--- src/rtl/load_store_unit.sv ---
// Memory-stage load/store unit: word loads and stores, sign/zero-extended sub-word
// loads, and two-cycle read-modify-write sub-word stores with address exceptions.
module load_store_unit #(
  parameter int DM_WORDS = 3072
) (
  input  logic        clk,
  input  logic        reset,
  input  logic        req_valid,
  input  logic [2:0]  req_op,
  input  logic [31:0] req_addr,
  input  logic [31:0] req_wdata,
  input  logic [31:0] req_pc,
  input  logic [31:0] dm_rd,
  output logic [31:0] dm_addr,
  output logic        dm_we,
  output logic [31:0] dm_wdata,
  output logic [31:0] dm_pc,
  output logic        stall,
  output logic        ld_valid,
  output logic [31:0] ld_data,
  output logic        adel,
  output logic        ades
);

  typedef enum logic [0:0] {
    IDLE  = 1'b0,
    WRITE = 1'b1
  } state_t;

  localparam logic [2:0] OP_LW  = 3'd0;
  localparam logic [2:0] OP_LH  = 3'd1;
  localparam logic [2:0] OP_LHU = 3'd2;
  localparam logic [2:0] OP_LB  = 3'd3;
  localparam logic [2:0] OP_LBU = 3'd4;
  localparam logic [2:0] OP_SW  = 3'd5;
  localparam logic [2:0] OP_SH  = 3'd6;
  localparam logic [2:0] OP_SB  = 3'd7;

  localparam logic [31:0] DM_BYTES = 32'(4 * DM_WORDS);

  state_t      state_r;
  logic [31:0] addr_r;
  logic [31:0] pc_r;
  logic [31:0] merge_r;
  logic        mis_s;
  logic        load_s;
  logic        sub_store_s;

  function automatic logic is_misaligned(input logic [2:0] op, input logic [31:0] addr);
    logic mis;
    case (op)
      OP_LW, OP_SW:         mis = (addr[1:0] != 2'b00);
      OP_LH, OP_LHU, OP_SH: mis = addr[0];
      default:              mis = 1'b0;
    endcase
    return mis || (addr >= DM_BYTES);
  endfunction

  function automatic logic is_load(input logic [2:0] op);
    logic ld;
    case (op)
      OP_LW, OP_LH, OP_LHU, OP_LB, OP_LBU: ld = 1'b1;
      default:                             ld = 1'b0;
    endcase
    return ld;
  endfunction

  function automatic logic [31:0] load_extend(input logic [2:0] op, input logic [1:0] lo,
                                              input logic [31:0] word);
    logic [15:0] half_v;
    logic [7:0]  byte_v;
    logic [31:0] res;
    half_v = lo[1] ? word[31:16] : word[15:0];
    case (lo)
      2'd0:    byte_v = word[7:0];
      2'd1:    byte_v = word[15:8];
      2'd2:    byte_v = word[23:16];
      2'd3:    byte_v = word[31:24];
      default: byte_v = word[7:0];
    endcase
    case (op)
      OP_LH:   res = {{16{half_v[15]}}, half_v};
      OP_LHU:  res = {16'h0000, half_v};
      OP_LB:   res = {{24{byte_v[7]}}, byte_v};
      OP_LBU:  res = {24'h000000, byte_v};
      default: res = word;
    endcase
    return res;
  endfunction

  // Replace only the addressed lane of the current memory word with store data.
  function automatic logic [31:0] merge_store(input logic [2:0] op, input logic [1:0] lo,
                                              input logic [31:0] word, input logic [31:0] wdata);
    logic [31:0] res;
    res = word;
    if (op == OP_SH) begin
      if (lo[1]) res[31:16] = wdata[15:0];
      else       res[15:0]  = wdata[15:0];
    end else begin
      case (lo)
        2'd0:    res[7:0]   = wdata[7:0];
        2'd1:    res[15:8]  = wdata[7:0];
        2'd2:    res[23:16] = wdata[7:0];
        2'd3:    res[31:24] = wdata[7:0];
        default: res        = word;
      endcase
    end
    return res;
  endfunction

  assign mis_s       = is_misaligned(req_op, req_addr);
  assign load_s      = is_load(req_op);
  assign sub_store_s = (req_op == OP_SH) || (req_op == OP_SB);

  // Memory-side drive: request path in IDLE, latched merge write in WRITE.
  always_comb begin
    dm_addr  = {req_addr[31:2], 2'b00};
    dm_pc    = req_pc;
    dm_wdata = req_wdata;
    dm_we    = 1'b0;
    stall    = 1'b0;
    if (reset) begin
      dm_we = 1'b0;
      stall = 1'b0;
    end else begin
      case (state_r)
        IDLE: begin
          if (req_valid && !mis_s) begin
            dm_we = (req_op == OP_SW);
            stall = sub_store_s;
          end else begin
            dm_we = 1'b0;
            stall = 1'b0;
          end
        end
        WRITE: begin
          dm_addr  = addr_r;
          dm_pc    = pc_r;
          dm_wdata = merge_r;
          dm_we    = 1'b1;
        end
        default: begin
          dm_we = 1'b0;
          stall = 1'b0;
        end
      endcase
    end
  end

  // FSM with registered load result, exception pulses and read-modify-write latches.
  always_ff @(posedge clk) begin
    if (reset) begin
      state_r  <= IDLE;
      ld_valid <= 1'b0;
      ld_data  <= 32'h0000_0000;
      adel     <= 1'b0;
      ades     <= 1'b0;
      addr_r   <= 32'h0000_0000;
      pc_r     <= 32'h0000_0000;
      merge_r  <= 32'h0000_0000;
    end else begin
      ld_valid <= 1'b0;
      adel     <= 1'b0;
      ades     <= 1'b0;
      case (state_r)
        IDLE: begin
          if (req_valid) begin
            if (mis_s) begin
              adel <= load_s;
              ades <= !load_s;
            end else if (load_s) begin
              ld_data  <= load_extend(req_op, req_addr[1:0], dm_rd);
              ld_valid <= 1'b1;
            end else if (sub_store_s) begin
              merge_r <= merge_store(req_op, req_addr[1:0], dm_rd, req_wdata);
              addr_r  <= {req_addr[31:2], 2'b00};
              pc_r    <= req_pc;
              state_r <= WRITE;
            end else begin
              state_r <= IDLE;
            end
          end else begin
            state_r <= IDLE;
          end
        end
        // The held copy of the stalled request is ignored here.
        WRITE: state_r <= IDLE;
        default: state_r <= IDLE;
      endcase
    end
  end

endmodule

--- config.mk ---
export PLATFORM = sky130hd
export DESIGN_NAME = load_store_unit
export DESIGN_NICKNAME = d
export VERILOG_FILES = /design/src/rtl/load_store_unit.sv
export SDC_FILE = /design/constraint.sdc
export NUM_CORES = 1
export LEC_CHECK = 0
export CORE_MARGIN = 2
export CORE_UTILIZATION = 41
export CTS_CLUSTER_SIZE = 8
export DETAILED_ROUTE_END_ITERATION = 8
export HOLD_SLACK_MARGIN = 0.12
export PLACE_DENSITY_LB_ADDON = 0.12
export SLEW_MARGIN = 20
export SYNTH_ARGS = -nofsm -noshare
export SYNTH_HDL_FRONTEND = slang
export SYNTH_SLANG_ARGS = --single-unit
export TNS_END_PERCENT = 50
--- constraint.sdc ---
create_clock -name clk -period 2 [get_ports clk]
set_clock_uncertainty 0.05 [all_clocks]
set_input_delay 0.3 -clock clk [delete_from_list [all_inputs] [get_ports clk]]
set_output_delay 0.3 -clock clk [all_outputs]
set_load 0.005 [all_outputs]
Yosys cells after proc, flatten, opt, wreduce, memory -nomap -nowiden
Cells that the tools add are included.
{"block": "word_totals", "output_inout_bits": 133, "input_bits": 134, "ramBits": 0, "memories": 0, "elab_cells": 68, "mem_bits_ro": 0, "reg_bits": 130, "latch_bits": 0}
{"block": "op_classes", "n_eq_ne": 10, "bitwise": 4, "reduce_logical": 15, "addsub": 0, "n_mux": 30, "div_mod_pow": 0, "mul": 0, "n_shift": 0, "n_lt_le_gt_ge": 1}
{"operator": "two-way mux 32 bit", "count": 7}
{"operator": "one-hot mux 32 bit (4 select lines)", "count": 1}
{"operator": "two-way mux 16 bit", "count": 3}
{"operator": "greater-or-equal comparator 32 x 14 -> 1 bit, second input constant", "count": 1}
{"operator": "two-way mux 8 bit", "count": 4}
{"operator": "one-hot mux 8 bit (4 select lines)", "count": 1}
{"operator": "equality test 3 bit, second input constant", "count": 4}
{"operator": "two-way mux 1 bit", "count": 11}
{"operator": "OR reduction 4 bit", "count": 2}
{"operator": "equality test 3 x 2 -> 1 bit, second input constant", "count": 2}
{"operator": "one-hot mux 1 bit (2 select lines)", "count": 3}
{"operator": "AND reduction 5 bit", "count": 1}
{"operator": "OR reduction 5 bit", "count": 1}
{"operator": "equality test 2 bit, second input constant", "count": 2}
{"operator": "NOT 1 bit", "count": 4}
{"operator": "AND reduction 4 bit", "count": 1}
{"operator": "equality test 3 x 1 -> 1 bit, second input constant", "count": 1}
{"operator": "zero test 3 bit", "count": 1}
{"operator": "OR reduction 3 bit", "count": 1}
{"operator": "equality test 2 x 1 -> 1 bit, second input constant", "count": 1}
{"operator": "zero test 1 bit", "count": 2}
{"operator": "zero test 2 bit", "count": 1}
{"operator": "logical OR 1 bit", "count": 2}
{"operator": "nonzero test 2 bit", "count": 1}
{"operator": "other kinds (2)", "count": 2}

Longest topological paths before layout
Gate-level depths: netlist of the first run.
{"block": "logic_depth", "word_depth": 9, "mapped_depth": 9, "mapped_depth_nobuf": 5}

Worst setup path after synthesis of the first run
Ideal clock, no wire load.
{"block": "synth_path", "kind": "input to register", "startpoint": "input port req_op[2]", "endpoint": "register ld_data[24]", "setup_ns": 0.142, "arrival_ns": 1.777, "path_stages": 6, "n_path_buf": 2, "t_required_ns": 1.808, "path_slack_ns": 0.032, "path_cell_list": "buf_2 -> xor2_1 -> o311ai_2 -> nor4_4 -> buf_2 -> a211oi_1"}
{"block": "synth_via", "elab_chain_cells": 6, "elab_cells_between_ends": 16, "cone_classes": "eq/ne (6); mux (3); bitwise (1); reduce/logical (6)"}
{"element": "start: declaration", "line_no": "9", "source": "input logic [2:0] req_op,"}
{"element": "equality test 3 bit, or another cell as far along", "line_no": "51", "source": "case (op)"}
{"element": "OR reduction 3 bit / OR reduction 2 bit (equally long branches)", "line_no": "51"}
{"element": "one-hot mux 1 bit (2 select lines)", "line_no": "51"}
{"element": "logical OR 1 bit", "line_no": "56", "source": "return mis || (addr >= DM_BYTES);"}
{"element": "NOT 1 bit (no line)"}
{"element": "AND reduction 4 bit (no line)"}
{"element": "end signal: assignment", "line_no": "172", "source": "ld_data <= load_extend(req_op, req_addr[1:0], dm_rd);"}
{"element": "end: declaration", "line_no": "20", "source": "output logic [31:0] ld_data,"}
Several ways; a longest one is shown, not always the timed one.
A chain may end at the register's enable or synchronous reset.

Worst setup path after layout of the first run
{"block": "layout_path", "startpoint": "register state_r", "endpoint": "output port dm_addr[11]"}
{"block": "layout_via", "elab_chain_cells": 2}
{"element": "start: declaration", "line_no": "41", "source": "state_t state_r;"}
{"element": "start signal: assignment", "line_no": "153", "source": "state_r <= IDLE;"}
{"element": "start signal: assignment", "line_no": "178", "source": "state_r <= WRITE;"}
{"element": "start signal: assignment", "line_no": "180", "source": "state_r <= IDLE;"}
{"element": "two-way mux 32 bit", "line_no": "126", "source": "case (state_r)"}
{"element": "two-way mux 32 bit", "line_no": "122", "source": "if (reset) begin"}
{"element": "end: declaration", "line_no": "14", "source": "output logic [31:0] dm_addr,"}
Every way passes these cells.

==> qor.csv, run 1 <==
stage;metric;value;unit
min_path;hp-class;in2reg;
detailed_routing;drt_wl_total;26350;um
detailed_routing;post_drt_wl_per_cell;19.08;um
setup_path;crit_type;reg2out;
grt;grtUsageTotal;27.51;%
detailed_routing;drc_errors;0;
place;place_area;0.01044;sq mm
setup_path;required;1.65;ns
yosys;synth_edf_count;0;
cts;ctsHoldBuffers;0;
cells_and_area;stdcell_area;0.01175;sq mm
status;status;finished with violations;
power_and_ir_drop;p_leak;4.767;nW
setup_path;worstPathCellList;nand2b_4, buf_12, buf_12, buf_12, buf_8, mux2_4, buf_6;
cells_and_area;drive_gt1_share;35.17;%
grt;antenna_found_initial;1;
timing;period_needed;2.169;ns
setup_path;crit_path_end_kind;output pin;
power_and_ir_drop;finalPower;0.007127;W
cts;clock_path_buffers;2;
cts;cts_buffers;17;
cts;cts_root_buf;clkbuf_16;
timing;timing.hold.ws;0.2775;ns
cts;cts_sinks;130;
detailed_routing;ant_nets;0;
job;cap_viol_max_count;0;
timing;hold_violations;0;
yosys;synth_ff_type;dfxtp_1;
timing;max_freq;461.0;MHz
detailed_routing;vias;7473;
status;violations;negative setup slack;
timing;tightestPinTransition;0.6991;ns
timing;drv_slew;0;
cts;clk_latency;0.41;ns
power_and_ir_drop;power_density;606.8;mW/mm^2
detailed_routing;vias_per_cell;5.411;
yosys;syn_area;0.007058;sq mm
yosys;async_reset_ff_share;0;%
setup_path;critPathLaunchType;register;
place;gp_congestion;0.8694;
cts;cts_tree;built;
cts;clkTransAtPathRegs;0.06;ns
die;initial_utilization;42.26;%
detailed_routing;top_layer_used;met4;
setup_path;crit_buf_inv;5;
die;core_area;0.01670;sq mm
setup_path;startpoint;state_r;
timing;rsz0062_at_grt;true;
setup_path;slowest_delay;0.35;ns
yosys;syn_avg_cell_area;8.681;sq um
power_and_ir_drop;max-vdd-ir-drop;0.6194;mV
timing;worst_slack;-0.1692;ns
die;boundaryPins;267;
setup_path;path_common_cell;buf_12;
setup_path;crit_path_top_delay_cell;dfxtp_2;
yosys;ys_seq_area_share;36.87;%
setup_path;crit_fanout;7;
setup_path;reg2reg_from;state_r;
cells_and_area;nNetsFinal;1281;
die;dieWidth;135.2;um
place;port_buffers;264;
setup_path;path_delay_family;buffers and inverters;
grt;grt-ovfl-total;0;
grt;grt_pass1_vias;7142;
die;fp.dieH;135.2;um
detailed_routing;wl_met1;10920;um
timing;finalCritPeriodShare;108.5;%
min_path;min-delay-start;req_addr[12];
yosys;yosys_warnings;0;
place;hpwl;17490;um
cells_and_area;synthToLayoutAreaGrowth;66.42;%
setup_path;critPathArrivalTime;1.82;ns
detailed_routing;first_pass_iters;5;
detailed_routing;route.met2.wl;12330;um
yosys;synth-seq-cells;130;
die;row_count;47;
cells_and_area;fin_util;70.33;%
yosys;syn_inst;813;
detailed_routing;drtIter0Drc;537;
grt;grt_max_degree;64;
detailed_routing;dr_wl_met3;1967;um
grt;grt_pass1_wl;38980;um
timing;setup_viol;80;
yosys;synth.distinct_cells;42;
die;dieArea;0.01828;sq mm
timing;slew_headroom;53.39;%
cts;htree_levels;4;
-- state kept, by name, indices dropped and copies added, names as in the netlist --
name      flops
ld_data      32
merge_r      32
pc_r         32
addr_r       30
adel          1
ades          1
ld_valid      1
state_r       1
-- power breakdown --
group	internal (W)	total (W)	switching [W]	leakage, nW
registers	0.00259	0.00259	0.000000510	1.05
logic	0.000657	0.00117	0.000515	3.42
clock network	0.00211	0.00336	0.00126	0.302
total	0.00535	0.00713	0.00177	4.77
-- cell families after synthesis --
group	count (synthesis)	synth area share, %
simple gates	265	16.75
compound gates	213	19.87
flops	130	36.87
mux	127	21.40
buf+inv	75	4.804
xor+xnor	2	0.2482
other cells	1	0.05313
-- cell type report --
cell class / count / area [sq um]
well taps: 220 / 275.3
inverters: 2 / 7.507
flip-flops and latches: 130 / 2604
fillers: 1337 / 4955
repair buffers: 387 / 3796
diodes: 1 / 2.502
clock inverters: 14 / 201.4
multi-input cells: 609 / 4431
clock buffers: 18 / 429.2
-- metal layers --
layer | track usage (%) | vias up
li1 | - | 3554
met1 | 35.75 | 3522
met2 | 43.82 | 325
met3 | 5.761 | 72
met4 | 13.02 | 0
met5 | 0 | -
-- worst register-to-register path, stage by stage, from the launching register on --
cell	delay (ns)
dfxtp_2	0.33
buf_4	0.14
nand2b_1	0.16
buf_4	0.15
nor3b_2	0.23
and3_4	0.33
clkbuf_16	0.23
nand2_1	0.09
a21oi_1	0.18
-- cell usage after synthesis (2+ instances only) --
library cell	count	area share, %
a211oi_1	23	2.4
a211oi_2	26	4.6
a21boi_1	2	0.21
a21oi_1	119	8.4
and3_1	2	0.18
buf_1	8	0.43
buf_2	16	1.1
buf_4	4	0.43
buf_6	3	0.48
clkbuf_1	42	2.2
dfxtp_1	130	37
mux2_2	111	18
mux2i_1	8	1.1
mux4_2	8	2.6
nand2_1	147	7.8
nand2b_1	19	1.7
nand3_1	2	0.14
nand3b_1	2	0.21
nor2_1	60	3.2
nor2b_1	4	0.35
nor3_1	2	0.14
nor3b_1	19	2.0
nor4_1	4	0.35
o211ai_1	16	1.7
o21ai_0	17	1.2
o21ai_1	2	0.14
or2_2	2	0.18
-- through the flow --
step	instances	worst slack, ns	TNS [ns]
6_report	1381	-0.1692	-5.280
5_1_grt	1381	-0.2309	-10.06
4_1_cts	1374	-0.2841	-11.80
3_5_place_dp	1310	-0.7933	-54.26
3_3_place_gp	1310	-0.7370	-52.09
2_1_floorplan	814	0.03195	0
-- layout by cell type (no fill, tap or decap), types with 3 or more instances in the layout --
cell type,n
a211oi_1,22
a211oi_2,27
a21oi_1,119
buf_12,19
buf_16,3
buf_2,12
buf_4,87
buf_6,48
bufinv_16,4
clkbuf_16,20
clkbuf_2,33
clkdlybuf4s15_1,8
clkdlybuf4s50_1,142
clkinv_4,3
dfxtp_1,129
dlygate4sd2_1,18
dlymetal6s2s_1,12
inv_6,4
mux2_2,63
mux2_4,48
mux2i_1,8
mux4_2,8
nand2_1,146
nand2b_1,18
nor2_1,57
nor2b_1,4
nor3b_1,18
nor4_4,4
o211ai_1,16
o21ai_0,17
-- path summary, 6_finish.rpt --
check	to	slack, ns	depth (start not counted)
setup reg to reg	addr_r[12]	0.04	8
setup / recovery	dm_addr[11]	-0.17	7
hold reg to reg	merge_r[0]	0.40	2
hold / removal	addr_r[12]	0.28	3
-- repair_timing --
item,in CTS,in global routing
hold endpoints to repair,0,0
gates resized for setup,368,110
setup endpoints to repair,128,182
setup buffers,26,9
cloned,6,3
pin swaps,12,9
Note: power is estimated with default switching activity, not from simulation.
==> inputs of run 2 (changes only) <==
--- a/config.mk
+++ b/config.mk
@@ -11,6 +11,7 @@
 export DETAILED_ROUTE_END_ITERATION = 8
 export HOLD_SLACK_MARGIN = 0.12
 export PLACE_DENSITY_LB_ADDON = 0.12
+export RECOVER_POWER = 50
 export SLEW_MARGIN = 20
 export SYNTH_ARGS = -nofsm -noshare
 export SYNTH_HDL_FRONTEND = slang
==> qor.csv, run 2 (synthesis results as in run 1) <==
stage;metric;value;unit
min_path;whs_path_depth;3;
timing;timing.hold.ws;0.2760;ns
place;hpwl;17490;um
detailed_routing;drt_wl_total;26340;um
timing;slew_headroom;54.43;%
setup_path;reg2reg_from;state_r;
grt;grt_max_degree;64;
setup_path;crit_path_end_kind;output pin;
cells_and_area;nNetsFinal;1281;
place;place_area;0.01044;sq mm
status;violations;negative setup slack;
timing;tightestPinTransition;0.6836;ns
cts;cts_root_buf;clkbuf_16;
detailed_routing;drc_errors;0;
detailed_routing;post_drt_wl_per_cell;19.07;um
cells_and_area;stdcell_area;0.01173;sq mm
grt;grtUsageTotal;27.51;%
setup_path;r2r_slack;-0.07;ns
power_and_ir_drop;max-vdd-ir-drop;0.6216;mV
grt;grt-ovfl-total;0;
timing;setup_viol;86;
cells_and_area;final_cells;1381;
setup_path;crit_type;reg2out;
setup_path;reg2regPathDepth;8;
status;status;finished with violations;
setup_path;slowest_delay;0.35;ns
timing;fin_setup_tns;-5.430;ns
setup_path;path_common_cell;buf_12;
cells_and_area;synthToLayoutAreaGrowth;66.12;%
timing;finalCritPeriodShare;108.4;%
grt;grt_pass1_vias;7142;
timing;period_needed;2.169;ns
cts;clkTransAtPathRegs;0.06;ns
setup_path;required;1.65;ns
cells_and_area;most-common-layout-cells;nand2_1, dfxtp_1, a21oi_1;
timing;worst_slack;-0.1689;ns
cts;clock_path_buffers;2;
cts;ctsHoldBuffers;0;
die;initial_utilization;42.26;%
timing;hold_violations;0;
die;row_count;47;
place;dpl.cell_count;1310;
cells_and_area;drive_gt1_share;35.09;%
timing;max_freq;461.1;MHz
cts;cts_tree;built;
cts;clk_latency;0.41;ns
power_and_ir_drop;p_leak;4.885;nW
detailed_routing;ant_nets;0;
setup_path;critPathLaunchType;register;
power_and_ir_drop;power_density;607.2;mW/mm^2
die;fp.dieH;135.2;um
die;dieArea;0.01828;sq mm
die;dieWidth;135.2;um
setup_path;path_delay_family;buffers and inverters;
detailed_routing;vias_per_cell;5.390;
die;boundaryPins;267;
grt;grt_pass1_wl;38980;um
min_path;hold_path_end;addr_r[12];
detailed_routing;drtIter0Drc;471;
timing;drv_slew;0;
setup_path;timing.rr.end;addr_r[13];
detailed_routing;vias;7443;
setup_path;critPathArrivalTime;1.82;ns
cts;cts_buffers;17;
min_path;min-delay-start;req_addr[12];
detailed_routing;first_pass_iters;5;
setup_path;crit_fanout;7;
grt;antenna_found_initial;1;
setup_path;crit_buf_inv;5;
setup_path;worstPathCellList;nand2b_4, buf_12, buf_12, buf_12, buf_8, mux2_4, buf_6;
cells_and_area;layout_commonest_cell;nand2_1;
min_path;hp-class;in2reg;
job;cap_viol_max_count;0;
place;port_buffers;264;
cells_and_area;top_regs;ld_data (32), merge_r (32), pc_r (32);
cells_and_area;fin_util;70.21;%
timing;rsz0062_at_grt;true;
cts;cts_sinks;130;
die;core_area;0.01670;sq mm
setup_path;crit_path_top_delay_cell;dfxtp_2;
place;gp_congestion;0.8694;
cts;htree_levels;4;
## run 2: worst max-delay path by stage
stage | slack, ns | start | to | cells past startpoint
floorplan | 0.03 | req_op[2] | ld_data[24] | 6
global placement | -0.74 | req_addr[25] | stall | 8
detailed placement | -0.79 | req_addr[17] | stall | 7
CTS | -0.28 | state_r | dm_pc[30] | 5
global route | -0.23 | state_r | dm_addr[11] | 7
finish | -0.17 | state_r | dm_addr[11] | 7
## run 2: layout make-up
type,count,area [sq um]
Tap cell,220,275.3
Inverter,2,7.507
Multi-Input combinational cell,609,4427
Antenna cell,1,2.502
Sequential cell,130,2604
Timing Repair Buffer,387,3779
Fill cell,1343,4976
Clock inverter,14,201.4
Clock buffer,18,429.2
## run 2: repair_timing
item | 4_1_cts | 5_1_grt
pin swaps | 12 | 9
buffers inserted | 26 | 9
cloned | 6 | 3
hold endpoints to repair | 0 | 0
setup endpoints to repair | 128 | 182
gates resized for setup | 368 | 110
## run 2: routing by layer
metal / share of wire [%] / routed length (um) / vias to the layer above / track usage, %
li1: - / - / 3556 / -
met2: 47 / 12310 / 305 / 43.82
met3: 7.4 / 1945 / 67 / 5.761
met1: 42 / 10980 / 3515 / 35.75
met5: 0 / 0 / - / 0
met4: 4.2 / 1100 / 0 / 13.02
## run 2: through the flow
| stage | power (W) | setup WS [ns] |
|---|---|---|
| 6_report | 0.007120 | -0.1689 |
| 5_1_grt | 0.007383 | -0.2309 |
| 4_1_cts | 0.007127 | -0.2841 |
| 3_5_place_dp | 0.003798 | -0.7933 |
| 3_3_place_gp | 0.003797 | -0.7370 |
| 2_1_floorplan | 0.003079 | 0.03195 |
## run 2: worst reg2reg max path, stage by stage (launching register included)
cell and delay, ns:
dfxtp_2 0.33, buf_4 0.14, nand2b_1 0.15, clkbuf_4 0.15
nor3b_2 0.22, and3_2 0.39, buf_6 0.28, nand2_1 0.11
a21oi_1 0.18
## run 2: power by group
group	leakage (nW)	internal [W]	switching (W)
logic	3.54	0.000655	0.000515
clock network	0.302	0.00210	0.00125
registers	1.05	0.00259	0.000000383
